## config.mk

```make
export PLATFORM = sky130hd
export DESIGN_NAME = suma_acum_flat
export DESIGN_NICKNAME = d
export VERILOG_FILES = /design/src/rtl/suma_acum_if.sv /design/src/rtl/suma_acum.sv /design/src/flat_wrapper.sv
export SDC_FILE = /design/constraint.sdc
export NUM_CORES = 1
export LEC_CHECK = 0
export CAP_MARGIN = 10
export CORE_MARGIN = 2
export CORE_UTILIZATION = 35
export CTS_CLUSTER_DIAMETER = 50
export DETAILED_ROUTE_END_ITERATION = 12
export MAX_ROUTING_LAYER = met4
export SYNTH_ARGS = -nofsm -noshare
export SYNTH_HDL_FRONTEND = slang
export SYNTH_SLANG_ARGS = --single-unit
export TNS_END_PERCENT = 1
```

## constraint.sdc

```tcl
create_clock -name clk -period 11.5 [get_ports clk]
set_input_delay 3.45 -clock clk [delete_from_list [all_inputs] [get_ports clk]]
set_output_delay 3.45 -clock clk [all_outputs]
set_load 0.01 [all_outputs]
```

## src/rtl/suma_acum_if.sv

```systemverilog
`default_nettype none
// ============================================================================
// Module   : suma_acum_if
// Brief    : Beat/result handshake bundle for the suma_acum adder-accumulator.
// Revision : 1.0 - initial release
// ============================================================================
interface suma_acum_if #(
    parameter int WIDTH = 32,
    parameter int TAPS  = 9
);
    localparam int c_cnt_w = $clog2(TAPS + 1);

    logic               clear;
    logic               mode;
    logic               in_valid;
    logic               in_ready;
    logic [WIDTH-1:0]   a;
    logic [WIDTH-1:0]   b;
    logic               out_valid;
    logic               out_ready;
    logic [WIDTH-1:0]   s;
    logic               ovf;
    logic [c_cnt_w-1:0] count;

    modport master (
        output clear, mode, in_valid, a, b, out_ready,
        input  in_ready, out_valid, s, ovf, count
    );

    modport slave (
        input  clear, mode, in_valid, a, b, out_ready,
        output in_ready, out_valid, s, ovf, count
    );
endinterface
`default_nettype wire

```

## src/rtl/suma_acum.sv

```systemverilog
`default_nettype none
// ============================================================================
// Module   : suma_acum
// Brief    : Signed pairwise adder / TAPS-beat accumulator with saturating or
//            wrapping output and valid/ready handshakes on both sides.
// Revision : 1.0 - initial release
// ============================================================================
module suma_acum #(
    parameter int WIDTH = 32,
    parameter int TAPS  = 9,
    parameter int SAT   = 1
) (
    input  wire logic   clk,
    input  wire logic   rst_n,
    suma_acum_if.slave  bus
);
    localparam int c_acc_w = WIDTH + 1 + $clog2(TAPS);
    localparam int c_cnt_w = $clog2(TAPS + 1);
    localparam logic [c_cnt_w-1:0] c_last  = c_cnt_w'(TAPS - 1);
    localparam logic [WIDTH-1:0]   c_s_max = {1'b0, {(WIDTH-1){1'b1}}};
    localparam logic [WIDTH-1:0]   c_s_min = {1'b1, {(WIDTH-1){1'b0}}};

    typedef enum logic [1:0] {
        ST_IDLE  = 2'd0,
        ST_ACCUM = 2'd1,
        ST_HOLD  = 2'd2
    } state_t;

    state_t               r_state;
    logic [c_acc_w-1:0]   r_acc;
    logic [c_cnt_w-1:0]   r_count;
    logic [WIDTH-1:0]     r_s;
    logic                 r_ovf;
    logic                 r_out_valid;

    logic                 w_in_ready;
    logic                 w_accept;
    logic                 w_consume;
    logic [c_acc_w-1:0]   w_pair;
    logic [c_acc_w-1:0]   w_acc_next;
    logic [c_acc_w-1:0]   w_conv_in;
    logic [c_acc_w-WIDTH:0] w_conv_hi;
    logic                 w_out_of_range;
    logic [WIDTH-1:0]     w_res;

    assign w_in_ready = !r_out_valid || bus.out_ready;
    assign w_accept   = bus.in_valid && w_in_ready;
    assign w_consume  = r_out_valid && bus.out_ready;

    assign w_pair = {{(c_acc_w-WIDTH){bus.a[WIDTH-1]}}, bus.a}
                  + {{(c_acc_w-WIDTH){bus.b[WIDTH-1]}}, bus.b};
    assign w_acc_next = r_acc + w_pair;

    // The final accumulate beat converts the running total; every other
    // producing beat is a first beat, where only the pair matters.
    assign w_conv_in      = (r_state == ST_ACCUM) ? w_acc_next : w_pair;
    assign w_conv_hi      = w_conv_in[c_acc_w-1:WIDTH-1];
    assign w_out_of_range = !((&w_conv_hi) || !(|w_conv_hi));

    generate
        if (SAT != 0) begin : g_sat
            assign w_res = !w_out_of_range     ? w_conv_in[WIDTH-1:0] :
                           w_conv_in[c_acc_w-1] ? c_s_min : c_s_max;
        end else begin : g_wrap
            assign w_res = w_conv_in[WIDTH-1:0];
        end
    endgenerate

    always_ff @(posedge clk or negedge rst_n) begin
        if (!rst_n) begin
            r_state     <= ST_IDLE;
            r_acc       <= '0;
            r_count     <= '0;
            r_s         <= '0;
            r_ovf       <= 1'b0;
            r_out_valid <= 1'b0;
        end else if (bus.clear) begin
            r_state     <= ST_IDLE;
            r_acc       <= '0;
            r_count     <= '0;
            r_ovf       <= 1'b0;
            r_out_valid <= 1'b0;
        end else begin
            case (r_state)
                ST_ACCUM: begin
                    if (w_accept) begin
                        if (r_count == c_last) begin
                            r_s         <= w_res;
                            r_ovf       <= w_out_of_range;
                            r_out_valid <= 1'b1;
                            r_acc       <= '0;
                            r_count     <= '0;
                            r_state     <= ST_HOLD;
                        end else begin
                            r_acc   <= w_acc_next;
                            r_count <= r_count + c_cnt_w'(1);
                        end
                    end
                end
                ST_IDLE, ST_HOLD: begin
                    if (w_consume) begin
                        r_out_valid <= 1'b0;
                        r_state     <= ST_IDLE;
                    end
                    // In HOLD a beat is only accepted alongside a consume, so
                    // it opens the next window exactly as it would from IDLE.
                    if (w_accept) begin
                        if (!bus.mode) begin
                            r_s         <= w_res;
                            r_ovf       <= w_out_of_range;
                            r_out_valid <= 1'b1;
                            r_state     <= ST_HOLD;
                        end else begin
                            r_acc   <= w_pair;
                            r_count <= c_cnt_w'(1);
                            r_state <= ST_ACCUM;
                        end
                    end
                end
                default: begin
                    r_state     <= ST_IDLE;
                    r_acc       <= '0;
                    r_count     <= '0;
                    r_out_valid <= 1'b0;
                end
            endcase
        end
    end

    assign bus.in_ready  = w_in_ready;
    assign bus.out_valid = r_out_valid;
    assign bus.s         = r_s;
    assign bus.ovf       = r_ovf;
    assign bus.count     = r_count;
endmodule
`default_nettype wire

```

## src/flat_wrapper.sv

```systemverilog
// flat-port wrapper written by rule: the top's interface ports become plain ports
module suma_acum_flat 
#(
    parameter int WIDTH = 32,
    parameter int TAPS  = 9,
    parameter int SAT   = 1
)
  (clk, rst_n, bus_clear, bus_mode, bus_in_valid, bus_a, bus_b, bus_out_ready, bus_in_ready, bus_out_valid, bus_s, bus_ovf, bus_count);
  suma_acum_if #(.WIDTH(WIDTH), .TAPS(TAPS)) bus_i ();
  input  wire logic clk;
  input  wire logic rst_n;
  input wire logic [$bits(bus_i.clear)-1:0] bus_clear;
  input wire logic [$bits(bus_i.mode)-1:0] bus_mode;
  input wire logic [$bits(bus_i.in_valid)-1:0] bus_in_valid;
  input wire logic [$bits(bus_i.a)-1:0] bus_a;
  input wire logic [$bits(bus_i.b)-1:0] bus_b;
  input wire logic [$bits(bus_i.out_ready)-1:0] bus_out_ready;
  output wire logic [$bits(bus_i.in_ready)-1:0] bus_in_ready;
  output wire logic [$bits(bus_i.out_valid)-1:0] bus_out_valid;
  output wire logic [$bits(bus_i.s)-1:0] bus_s;
  output wire logic [$bits(bus_i.ovf)-1:0] bus_ovf;
  output wire logic [$bits(bus_i.count)-1:0] bus_count;
  assign bus_i.clear = bus_clear;
  assign bus_i.mode = bus_mode;
  assign bus_i.in_valid = bus_in_valid;
  assign bus_i.a = bus_a;
  assign bus_i.b = bus_b;
  assign bus_i.out_ready = bus_out_ready;
  assign bus_in_ready = bus_i.in_ready;
  assign bus_out_valid = bus_i.out_valid;
  assign bus_s = bus_i.s;
  assign bus_ovf = bus_i.ovf;
  assign bus_count = bus_i.count;
  suma_acum #(.WIDTH(WIDTH), .TAPS(TAPS), .SAT(SAT)) u_core (.clk(clk), .rst_n(rst_n), .bus(bus_i));
endmodule
```

==> metrics <==
worst reg2reg path startpoint u_core.r_acc[30]$_DFFE_PN0P_; area occupied by registers 1930 um^2; Critical-path top delay cell nor4b_1; Setup Viol. Count Final 0; final worst-path cycle share 91.6%; RSZ-0062 raised after global routing no; Tmin final 10.53 ns; highest fanout seen on the critical path 19; die area 24000 um^2; Placed Instances 1378; setup tns final 0 ns; worst reg2reg endpoint u_core.bus.s[19]$_DFFE_PN0P_; power density cells 157 nW/um^2; Detailed Route Iter0 Violations 790; Clock transition at path regs 0.06 ns; synth top area cells dfrtp_1, ha_1, a21oi_1; Final #Nets 1248; Slew HR 16.1%; TritonCTS clock tree done; area of the multi-input gates 5680 um^2; post_cts resized 0; H-tree Lvls 3; status finished, final reports clean; Post-DP HPWL 20600 um; CP max stage delay 1.05 ns; vias in the first global route 7845; router iterations before antenna repair 5; WP data arrival 10.79 ns; WL met1 12700 um; hold path startpoint u_core.r_acc[23]$_DFFE_PN0P_; Final Slew Violations 0; final clock skew 0.00719 ns; HP Class reg -> reg; post-synth top area share 24.2%; worst-case reg-to-reg path depth 10; share of flip-flops with an asynchronous set or reset 100%; Initial Util 35.4%; die width 155 um; Post-synth EDFFs 0; Leak Pwr 3.99 nW; n_diodes 0; Seq/Total Area, Yosys 24.2%; WP buf/inv 1; Layout area overhead 19.7%; IO Pins 109; DR WL/cell 19.2 um; commonest non-fill, non-tap cell in the layout nand2_1; Most used DFF post-synth dfrtp_1; Max clock buf depth 2; core area 22500 um^2; mean number of vias per cell 5.95; area of the mapped netlist 7970 um^2; peak supply drop 76.5 uV; DRT antenna net count 0; routability cong. 0.923; CTS buffer count 9; Post-Layout Cell Count 1393; Core Rows 55; fillers 2252; buffer count from post-CTS setup fixing 0; dominant cell type by area after synthesis dfrtp_1; crit path cell chain clkdlybuf4s50_1, ha_1, a21o_1, o21bai_1, a211oi_1, nor2_1, o311a_1, or4_1, a31oi_1, xnor2_1, ha_1, nand2_1, nor3_2, a221oi_1, mux2_2, nor4b_1, and4b_1, a22o_1, o211ai_1, o211ai_1; GRT Overall Usage 23.0%; final hold vios 0; routed length on met2 11800 um; first-pass GRT wire length 42800 um; final wirelength 26800 um; CTS root buffer clkbuf_16; measured slew at the worst slew-check pin 1.24 ns; clk sinks 77; hold path cells 2; crit path kind in -> reg; DRC errors left 0; layout cell share with drive strength beyond 1 3.97%; Unique masters post-synth 78; Skew-Pair Late Insertion Delay 0.34 ns; Fmax 94.9 MHz; Mapped Cells 1033; Ys Warns 0; worst endpoint required time 11.76 ns; Crit. End Element flop; Worst Hold End u_core.r_acc[23]$_DFFE_PN0P_; Syn Area/Cell 7.71 um^2; largest net degree at the start of global routing 62; routed wl met3 1670 um; CP Launch Type input port; post-synthesis register bit count 77; CTS Hold Bufs 0; commonest cells after routing, fill and taps aside nand2_1, a21oi_1, clkdlybuf4s50_1, nor2_1; IO buf count 108; vias 8284; initial antenna violation count 0; Post-Syn Nets 1177; Max-Cap Viols 0; Die H 155 um; Reg2Reg Setup Slack 6.61 ns; grt ovf 0; top routing layer used met4; Top Family by Delay on Critical Path compound AO/OA/AOI/OAI gates
-- Yosys cell counts (all sizes together) (10+ instances only) --
master  instances
a211oi         25
a21o           21
a21oi         111
a22o           12
a22oi          22
buf            20
clkbuf         37
dfrtp          77
ha             72
inv            36
nand2         113
nand3          21
nand4          15
nor2           91
nor3           18
o211ai         12
o21ai          96
o21bai         10
o31ai          11
xnor2          45
xor2           17
-- logic make-up (layout without fill, tap and decap cells) --
group | count (synthesis) | count (layout) | synth area share, %
xor+xnor | 62 | 62 | 6.82
buf+inv | 93 | 168 | 4.70
compound gates | 404 | 404 | 33.2
mux | 7 | 7 | 0.895
flops | 77 | 77 | 24.2
simple gates | 316 | 316 | 18.4
fa+ha+maj | 74 | 74 | 11.8
-- worst max-delay path by stage --
stage / startpoint / to / depth (start not counted)
final: bus_b[14] / u_core.bus.s[19]$_DFFE_PN0P_ / 20
after global routing: bus_b[14] / u_core.bus.s[6]$_DFFE_PN0P_ / 20
after CTS: bus_b[14] / u_core.bus.s[15]$_DFFE_PN0P_ / 20
after detailed placement: bus_b[14] / u_core.bus.s[20]$_DFFE_PN0P_ / 20
after global placement: bus_b[14] / u_core.bus.s[0]$_DFFE_PN0P_ / 20
after floorplan: bus_b[14] / u_core.bus.s[0]$_DFFE_PN0P_ / 20
-- per-stage QoR --
stage	cell area, um^2	hold slack [ns]	setup slack [ns]	total power [mW]	util (%)
finish	9530	0.487	0.967	1.50	42.4
floorplan	7970	0.456	2.69	0.895	-
global route	9530	0.514	0.478	1.60	42.4
global placement	9240	0.471	0.747	1.20	41.1
detailed placement	9240	0.477	0.731	1.19	41.1
CTS	9530	0.491	1.07	1.49	42.4
-- state kept, by name, summed over array words and instances, names as in the netlist --
| signal | count |
|---|---|
| u_core.r_acc | 37 |
| u_core.bus.s | 32 |
| u_core.r_state | 2 |
| u_core.bus.count | 4 |
| u_core.bus.ovf | 1 |
| u_core.bus.out_valid | 1 |
-- metal layers --
metal | GRT usage [%] | vias up
met5 | - | -
met4 | 6.31 | 0
met3 | 2.67 | 34
met2 | 34.9 | 315
met1 | 32.4 | 3948
li1 | - | 3987
-- worst min-delay path, stage by stage, from the launching register on --
cell	delay (ns)
dfrtp_1	0.35
nand2_1	0.05
o21ai_0	0.06
-- area by class of cell --
cell class              count  share of cell area [%]
clock inverters             4                   0.512
well taps                 285                    3.74
repair buffers            117                    12.0
flip-flops and latches     77                    20.2
multi-input cells         863                    59.6
clock buffers              11                    2.55
inverters                  36                    1.42
-- where the power goes --
group	internal (mW)	leakage, nW	switching (mW)
combinational	0.347	2.85	0.475
sequential	0.334	0.998	0.0520
clock	0.173	0.145	0.117
total	0.855	3.99	0.644
No activity file was read; power rests on OpenSTA's default activity.
